`config.mk`:
```
export PLATFORM = sky130hd
export DESIGN_NAME = instr_fetch
export DESIGN_NICKNAME = d
export VERILOG_FILES = /design/src/rtl/instr_fetch.sv
export SDC_FILE = /design/constraint.sdc
export NUM_CORES = 1
export LEC_CHECK = 0
export BUFFER_PORTS_ARGS = -buffer_cell sky130_fd_sc_hd__buf_4
export CORE_MARGIN = 2
export CORE_UTILIZATION = 40
export DETAILED_ROUTE_END_ITERATION = 8
export SYNTH_ARGS = -nofsm -noshare
export SYNTH_HDL_FRONTEND = slang
export SYNTH_SLANG_ARGS = --single-unit
```
`constraint.sdc`:
```
create_clock -name clk_i -period 2.9 [get_ports clk_i]
set_input_delay 0.58 -clock clk_i [delete_from_list [all_inputs] [get_ports clk_i]]
set_output_delay 0.58 -clock clk_i [all_outputs]
set_load 0.01 [all_outputs]
```
`src/rtl/instr_fetch.sv`:
```
// Instruction fetch stage: owns the fetch PC, issues word requests to a variable-latency
// instruction memory and buffers in-order responses as {pc, instr} pairs for decode.
module instr_fetch #(
  parameter int unsigned                AddressWidth = 32,
  parameter int unsigned                DataWidth    = 32,
  parameter logic [AddressWidth-1:0]    ResetPc      = 32'hBFC0_0000,
  parameter int unsigned                FifoDepth    = 2
) (
  input  logic                    clk_i,
  input  logic                    rst_ni,
  input  logic                    pc_src_i,
  input  logic [AddressWidth-1:0] branch_pc_i,
  input  logic [AddressWidth-1:0] imm_op_i,
  output logic                    imem_req_valid_o,
  input  logic                    imem_req_ready_i,
  output logic [AddressWidth-1:0] imem_req_addr_o,
  input  logic                    imem_resp_valid_i,
  input  logic [DataWidth-1:0]    imem_resp_data_i,
  output logic                    instr_valid_o,
  input  logic                    instr_ready_i,
  output logic [DataWidth-1:0]    instr_o,
  output logic [AddressWidth-1:0] pc_o
);

  localparam int unsigned CntW = $clog2(FifoDepth + 1);
  localparam int unsigned PtrW = $clog2(FifoDepth);

  typedef logic [CntW-1:0] cnt_t;
  typedef logic [PtrW-1:0] ptr_t;

  logic [AddressWidth-1:0] fpc_q, fpc_d;
  logic [AddressWidth-1:0] rpc_q, rpc_d;
  cnt_t                    outstanding_q, outstanding_d;
  cnt_t                    drop_q, drop_d;
  cnt_t                    count_q, count_d;
  ptr_t                    rd_ptr_q, rd_ptr_d;
  ptr_t                    wr_ptr_q, wr_ptr_d;
  logic [AddressWidth-1:0] pc_mem_q    [FifoDepth];
  logic [DataWidth-1:0]    instr_mem_q [FifoDepth];

  logic                    pop;
  logic                    push;
  logic                    accept;
  logic                    has_credit;
  logic [CntW:0]           used;
  logic [CntW:0]           limit;
  logic [AddressWidth-1:0] target;

  assign pop    = (count_q != '0) && instr_ready_i;
  assign accept = imem_req_valid_o && imem_req_ready_i;
  // A response is kept only when no redirect is happening and no stale responses remain.
  assign push   = imem_resp_valid_i && !pc_src_i && (drop_q == '0);
  assign target = (branch_pc_i + imm_op_i) & ~AddressWidth'(3);

  // Credit counts both buffered and in-flight words; a same-cycle pop frees one slot.
  assign used       = {1'b0, outstanding_q} + {1'b0, count_q};
  assign limit      = (CntW + 1)'(FifoDepth) + {{CntW{1'b0}}, pop};
  assign has_credit = used < limit;

  assign imem_req_valid_o = rst_ni && !pc_src_i && has_credit;
  assign imem_req_addr_o  = fpc_q;
  assign instr_valid_o    = count_q != '0;
  assign instr_o          = instr_mem_q[rd_ptr_q];
  assign pc_o             = pc_mem_q[rd_ptr_q];

  always_comb begin
    fpc_d         = fpc_q;
    rpc_d         = rpc_q;
    outstanding_d = outstanding_q;
    drop_d        = drop_q;
    count_d       = count_q;
    rd_ptr_d      = rd_ptr_q;
    wr_ptr_d      = wr_ptr_q;

    if (accept) begin
      fpc_d         = fpc_q + AddressWidth'(4);
      outstanding_d = outstanding_d + cnt_t'(1);
    end
    if (imem_resp_valid_i) begin
      outstanding_d = outstanding_d - cnt_t'(1);
    end

    if (pc_src_i) begin
      fpc_d    = target;
      rpc_d    = target;
      count_d  = '0;
      rd_ptr_d = rd_ptr_q + ptr_t'(pop);
      wr_ptr_d = rd_ptr_d;
      // Everything still in flight is stale, except a word arriving now which is dropped here.
      drop_d   = outstanding_q - cnt_t'(imem_resp_valid_i);
    end else begin
      if (imem_resp_valid_i) begin
        if (drop_q != '0) begin
          drop_d = drop_q - cnt_t'(1);
        end else begin
          rpc_d = rpc_q + AddressWidth'(4);
        end
      end
      if (push) begin
        wr_ptr_d = wr_ptr_q + ptr_t'(1);
      end
      if (pop) begin
        rd_ptr_d = rd_ptr_q + ptr_t'(1);
      end
      count_d = count_q + cnt_t'(push) - cnt_t'(pop);
    end
  end

  always_ff @(posedge clk_i or negedge rst_ni) begin
    if (!rst_ni) begin
      fpc_q         <= ResetPc;
      rpc_q         <= ResetPc;
      outstanding_q <= '0;
      drop_q        <= '0;
      count_q       <= '0;
      rd_ptr_q      <= '0;
      wr_ptr_q      <= '0;
      for (int unsigned i = 0; i < FifoDepth; i++) begin
        pc_mem_q[i]    <= ResetPc;
        instr_mem_q[i] <= '0;
      end
    end else begin
      fpc_q         <= fpc_d;
      rpc_q         <= rpc_d;
      outstanding_q <= outstanding_d;
      drop_q        <= drop_d;
      count_q       <= count_d;
      rd_ptr_q      <= rd_ptr_d;
      wr_ptr_q      <= wr_ptr_d;
      if (push) begin
        pc_mem_q[wr_ptr_q]    <= rpc_q;
        instr_mem_q[wr_ptr_q] <= imem_resp_data_i;
      end
    end
  end

  assert property (@(posedge clk_i) disable iff (!rst_ni)
                   push |-> ((count_q != cnt_t'(FifoDepth)) || pop));
  assert property (@(posedge clk_i) disable iff (!rst_ni)
                   imem_resp_valid_i |-> (outstanding_q != '0));

endmodule

```
==> impl_metrics.tcl, run 1 <==
set metrics [dict create \
    grt_pass1_vias 7921 \
    hold_violations 0 \
    crit_path_max_fanout 5 \
    postCtsSetupRepairBufs 0 \
    critical_path.cell_chain "ha_1 > fa_1 > nor2b_1 > and4_1 > nand4_1 > nor2_1 > nand4_1 > xor2_1 > a2bb2oi_1" \
    die-height_um 167 \
    fin_area_um2 13300 \
    slew_headroom_pct 47.4 \
    finalCritPeriodShare_pct 91.5 \
    antenna_found_initial 0 \
    critPathRequiredTime_ns 3.25 \
    place_congestion 0.839 \
    yosys-top-cells-count "mux2_2 (185), dfrtp_1 (156), a21oi_1 (69), nand2_1 (69), nor2_1 (64)" \
    drt_iter0_markers 540 \
    cap_viol_max_count 0 \
    synth_edf_count 0 \
    routed_wl_um 25200 \
    synth_seq_cells 192 \
    crit_path_frequent_cell "nand4_1" \
    maxSlewViolCount 0 \
    grt.total_usage_pct 18.4 \
    swShare_pct 32.4 \
    clk_latency_ns 0.43 \
    yosysSeqAreaShare_pct 45.5 \
    synth.most_common_cell "mux2_2" \
    rows 59 \
    start_util_pct 40.8 \
    yosysTopAreaCell "dfrtp_1" \
    multi_input_area_um2 5620 \
    die-area_um2 28000 \
    ys.flop_type "dfrtp_1" \
    cts_tree "yes" \
    crit_arrival_ns 3.01 \
    portBuffers 195 \
    max-vdd-ir-drop_mv 0.475 \
    crit_path_end_kind "flip-flop" \
    critPathLaunchType "flip-flop" \
    power_density_nw_per_um2 903 \
    failed_checks "DRC" \
    vias 7796 \
    h-tree-depth 4 \
    drc 19 \
    synth_top_area_share_pct 36.6 \
    die_w_um 167 \
    ys.warnings.count 0 \
    post-route-util_pct 50.9 \
    diodes 0 \
    tns_ns 0 \
    rsz0062_at_grt "false" \
    syn_area_per_cell_um2 11.1 \
    seqCellArea_um2 4850 \
    min_period_ns 2.65 \
    fin_skew_ns 0.00916 \
    core_um2 26100 \
    nFillCells 2441 \
    power_leakage_nw 5.87 \
    grt_pass1_wl_um 41100 \
    timing.fmax_mhz 377 \
    grt-ovfl-total 0 \
    syn_inst 957 \
    yosys.cell_types.count 59 \
    ant_nets 0 \
    grt_max_degree 149 \
    placed_area_um2 12700 \
    cp_slowest_stage_delay_ns 0.43 \
    syn_area_um2 10700 \
    wl_per_cell_um 16.6 \
    crit_slowest_cell "dfrtp_1" \
    clockBufferDepth 2 \
    synth_area_leaders "dfrtp_1 (37%), mux2_2 (20%), dfstp_2 (8.9%), ha_1 (4.3%), xnor2_1 (3.8%)" \
    worst_slew_pin_slew_ns 0.789 \
    clk_pin_slew_ns 0.07 \
    clock_sinks 192 \
    p_int_mw 8.11 \
    area_delta_synth_final_pct 24.8 \
    routed_via_density 5.14 \
    critPathKind "reg2reg" \
    hold_path_class "in2async" \
    cts_root_buf "clkbuf_16" \
    cts_inserted_buffers 17 \
    setup_violations 0 \
    cts.repair.resized 0 \
    io_pins 200 \
    ctsHoldBuffers 0 \
    nets 1308 \
    status "finished with violations" \
    pwr-share-clk_pct 19.5 \
    seqPwrFrac_pct 38.6 \
    async_reset_ff_share_pct 100 \
    dr.pass1.iters 6 \
    layout-drive-gt1-share_pct 41.7 \
    dp_hpwl_um 18500 \
    p_sw_mw 3.89 \
    rr_worst_depth 9 \
    p_comb_share_pct 42.0 \
]
-- registers in the layout (all words and copies together) (netlist names) --
| name | cells |
|---|---|
| imem_req_addr_o | 30 |
| pc_mem_q | 60 |
| rd_ptr_q | 1 |
| drop_q | 2 |
| rpc_q | 30 |
| count_q | 2 |
| instr_mem_q | 64 |
| wr_ptr_q | 1 |
| outstanding_q | 2 |
-- critical path, delay by kind of cell (launching register included) --
family / cells / cell delay, ns
compound gates: 1 / 0.15
xor+xnor: 1 / 0.16
fa+ha+maj: 2 / 0.58
flops: 1 / 0.43
simple gates: 5 / 1.25
-- cells by family (layout without fill, tap and decap cells) --
kind of cell / after synthesis / in the layout / share of synthesized area [%]
AO/OA/AOI/OAI: 155 / 155 / 9.12
XOR/XNOR: 86 / 86 / 7.07
adder cells (fa/ha/maj): 38 / 38 / 4.53
buffers and inverters: 52 / 273 / 2.10
flip-flops: 192 / 192 / 45.5
multiplexers: 197 / 197 / 20.7
other: 1 / 4 / 0.0352
AND/OR/NAND/NOR: 236 / 236 / 11.0
-- per-layer routing --
layer  vias up  part of all wire (%)  track usage (%)
li1       3843                     -                -
met1      3738                    47             25.6
met2       198                    44             28.6
met3        17                   7.7             5.18
met4         0                   1.1             4.08
met5         -                     0                0
-- layout make-up --
cell class	count	share of cell area, %
tap	335	3.15
multi-input combinational	716	42.2
clock buffer	28	4.29
clock inverter	4	0.254
timing repair buffer	229	13.3
sequential	192	36.5
inverter	12	0.339
-- power by group through the flow --
stage          clock network, mW  logic, mW  registers [mW]
2_1_floorplan                  0       3.13            4.45
4_1_cts                     2.41       5.12            4.64
5_1_grt                     2.52       5.49            4.80
3_3_place_gp                   0       5.03            4.63
3_5_place_dp                   0       5.09            4.68
6_report                    2.34       5.04            4.63
-- metrics by stage --
stage               cells  hold slack, ns  power [mW]  setup slack, ns
floorplan             960           0.284        7.57            0.359
global placement     1484           0.461        9.67           0.0540
detailed placement   1484           0.468        9.77           0.0130
CTS                  1516           0.373        12.2            0.196
global route         1516           0.366        12.8          0.00558
finish               1516           0.339        12.0            0.246
-- worst paths after layout --
path | to | startpoint | slack [ns]
min in group clk_i | instr_mem_q[13] | imem_resp_data_i[13] | 0.39
max in group asynchronous | instr_mem_q[11] | rst_ni | 1.45
min reg2reg | pc_mem_q[8] | pc_mem_q[8] | 0.49
min | instr_mem_q[29] | rst_ni | 0.34
max reg2reg | imem_req_addr_o[30] | outstanding_q[0] | 0.25
max | imem_req_addr_o[30] | outstanding_q[0] | 0.25
-- placed cells by master, fill, tap and decap left out, types with 18 or more instances in the layout --
master / count
clkbuf_16: 20
nor2_1: 63
dfrtp_1: 155
ha_1: 37
o21ai_0: 23
nand3_1: 27
xor2_1: 40
nand4_1: 18
dfstp_2: 36
xnor2_1: 46
buf_4: 225
a21oi_1: 69
mux2_2: 185
nand2_1: 69
(Power assumes the default switching activity.)
==> inputs of run 2 (changes only) <==
Settings changed: HOLD_SLACK_MARGIN set to 0.15, RECOVER_POWER set to 50.
==> impl_metrics.tcl, run 2 (same netlist as run 1, synthesis figures left out) <==
set metrics [dict create \
    hold_path_class "in2reg" \
    clockBufferDepth 2 \
    critPathLaunchType "flip-flop" \
    drt_iter0_markers 524 \
    die_w_um 167 \
    power_leakage_nw 5.77 \
    place_ws_ns 0.0130 \
    dp_hpwl_um 18500 \
    crit_path_end_kind "primary output" \
    grt_max_degree 149 \
    ant_nets 0 \
    ctsHoldBuffers 0 \
    vias 7837 \
    fin_skew_ns 0.00854 \
    top_register "instr_mem_q" \
    final_common_cell "buf_4" \
    tns_ns 0 \
    cts_tree "yes" \
    start_util_pct 40.8 \
    crit_slowest_cell "dfrtp_1" \
    setup_violations 0 \
    place_congestion 0.839 \
    diodes 0 \
    cts_root_buf "clkbuf_16" \
    antenna_found_initial 0 \
    crit_family "flip-flops" \
    rows 59 \
    grt.total_usage_pct 18.4 \
    die-height_um 167 \
    clk_pin_slew_ns 0.07 \
    grt-ovfl-total 0 \
    p_total_mw 11.9 \
    crit_path_frequent_cell "buf_4" \
    die-area_um2 28000 \
    min_period_ns 2.70 \
    setup_slack_ns 0.201 \
    io_pins 200 \
    rsz0062_at_grt "false" \
    crit_path_max_fanout 19 \
    max-vdd-ir-drop_mv 0.474 \
    cts_inserted_buffers 17 \
    critPathRequiredTime_ns 2.32 \
    postCtsSetupRepairBufs 0 \
    wl_per_cell_um 16.6 \
    status "finished with violations" \
    largest_register_ffs 64 \
    portBuffers 195 \
    drc 19 \
    core_um2 26100 \
    multi_input_area_um2 5610 \
    top_regs "instr_mem_q x64, pc_mem_q x60" \
    maxSlewViolCount 149 \
    critical_path.cell_chain "buf_4 > mux2_2 > buf_4" \
    final_cell_mix "buf_4 (202), mux2_2 (185), dfrtp_1 (156), nand2_1 (69), a21oi_1 (69)" \
    slew_headroom_pct -32.8 \
    holdWs_ns 0.395 \
    power_density_nw_per_um2 905 \
    dr.pass1.iters 7 \
    h-tree-depth 4 \
    area_delta_synth_final_pct 23.6 \
    cp_slowest_stage_delay_ns 0.74 \
    critPathKind "reg2out" \
    seqCellArea_um2 4850 \
    timing.fmax_mhz 370 \
    worst_slew_pin_slew_ns 1.99 \
    finalCritPeriodShare_pct 93.1 \
    cts.repair.resized 0 \
    layout-drive-gt1-share_pct 38.8 \
    crit_arrival_ns 2.12 \
    failed_checks "DRC, capacitance limit, slew limit" \
    clock_sinks 192 \
    routed_via_density 5.17 \
    clk_latency_ns 0.43 \
    nFillCells 2464 \
    path_buf_inv 2 \
    grt_pass1_vias 7921 \
    hold_violations 0 \
    routed_wl_um 25200 \
    grt_pass1_wl_um 41100 \
    cap_viol_max_count 1 \
    nets 1308 \
]
run 2: cell types whose count changed in the layout (fill, tap and decap cells not counted), moves of 2 or more:
cell      before  now
buf_12         3    1
buf_4        225  202
clkbuf_1       4   27
clkbuf_4       0    2
dfstp_1        0    9
dfstp_2       36   27
run 2: area by class of cell:
cell class	count	area share (%)
Multi-Input combinational cell	716	42.5
Sequential cell	192	36.8
Timing Repair Buffer	229	12.5
Clock buffer	28	4.33
Tap cell	335	3.18
Inverter	12	0.342
Clock inverter	4	0.256
run 2: final timing paths:
| kind | from | endpoint | slack (ns) | cells after the start |
|---|---|---|---|---|
| worst min-delay path | imem_resp_data_i[5] | instr_mem_q[5] | 0.40 | 2 |
| min in group asynchronous | rst_ni | pc_mem_q[3] | 0.86 | 2 |
| worst min register to register | pc_mem_q[8] | pc_mem_q[8] | 0.49 | 2 |
| worst max register to register | outstanding_q[0] | imem_req_addr_o[30] | 0.21 | 9 |
| max in group asynchronous | rst_ni | instr_mem_q[11] | 0.48 | 3 |
| worst max-delay path | rd_ptr_q | instr_o[30] | 0.20 | 3 |
run 2: where the power goes:
part           internal [mW]  switching, mW
clock network           1.35          0.983
logic                   2.80           2.17
registers               3.88          0.731
run 2: worst register-to-register path: cells and delay by family, from the launching register on:
| family | cells | cell delay (ns) |
|---|---|---|
| AND/OR/NAND/NOR | 5 | 1.29 |
| flip-flops | 1 | 0.43 |
| XOR/XNOR | 1 | 0.16 |
| adder cells (fa/ha/maj) | 2 | 0.58 |
| AO/OA/AOI/OAI | 1 | 0.15 |
run 2: through the flow:
stage / utilization, % / area (um2) / std cells
6_report: 50.4 / 13200 / 1516
5_1_grt: 50.4 / 13200 / 1516
4_1_cts: 50.9 / 13300 / 1516
3_5_place_dp: 48.6 / 12700 / 1484
3_3_place_gp: 48.6 / 12700 / 1484
2_1_floorplan: - / 10700 / 960
run 2: metal layers:
layer  vias to the layer above  global-route usage (%)  part of all wire (%)
met4                         0                    4.08                   1.1
met2                       197                    28.6                    44
met5                         -                       0                     0
met1                      3774                    25.6                    48
li1                       3849                       -                     -
met3                        17                    5.18                   7.0
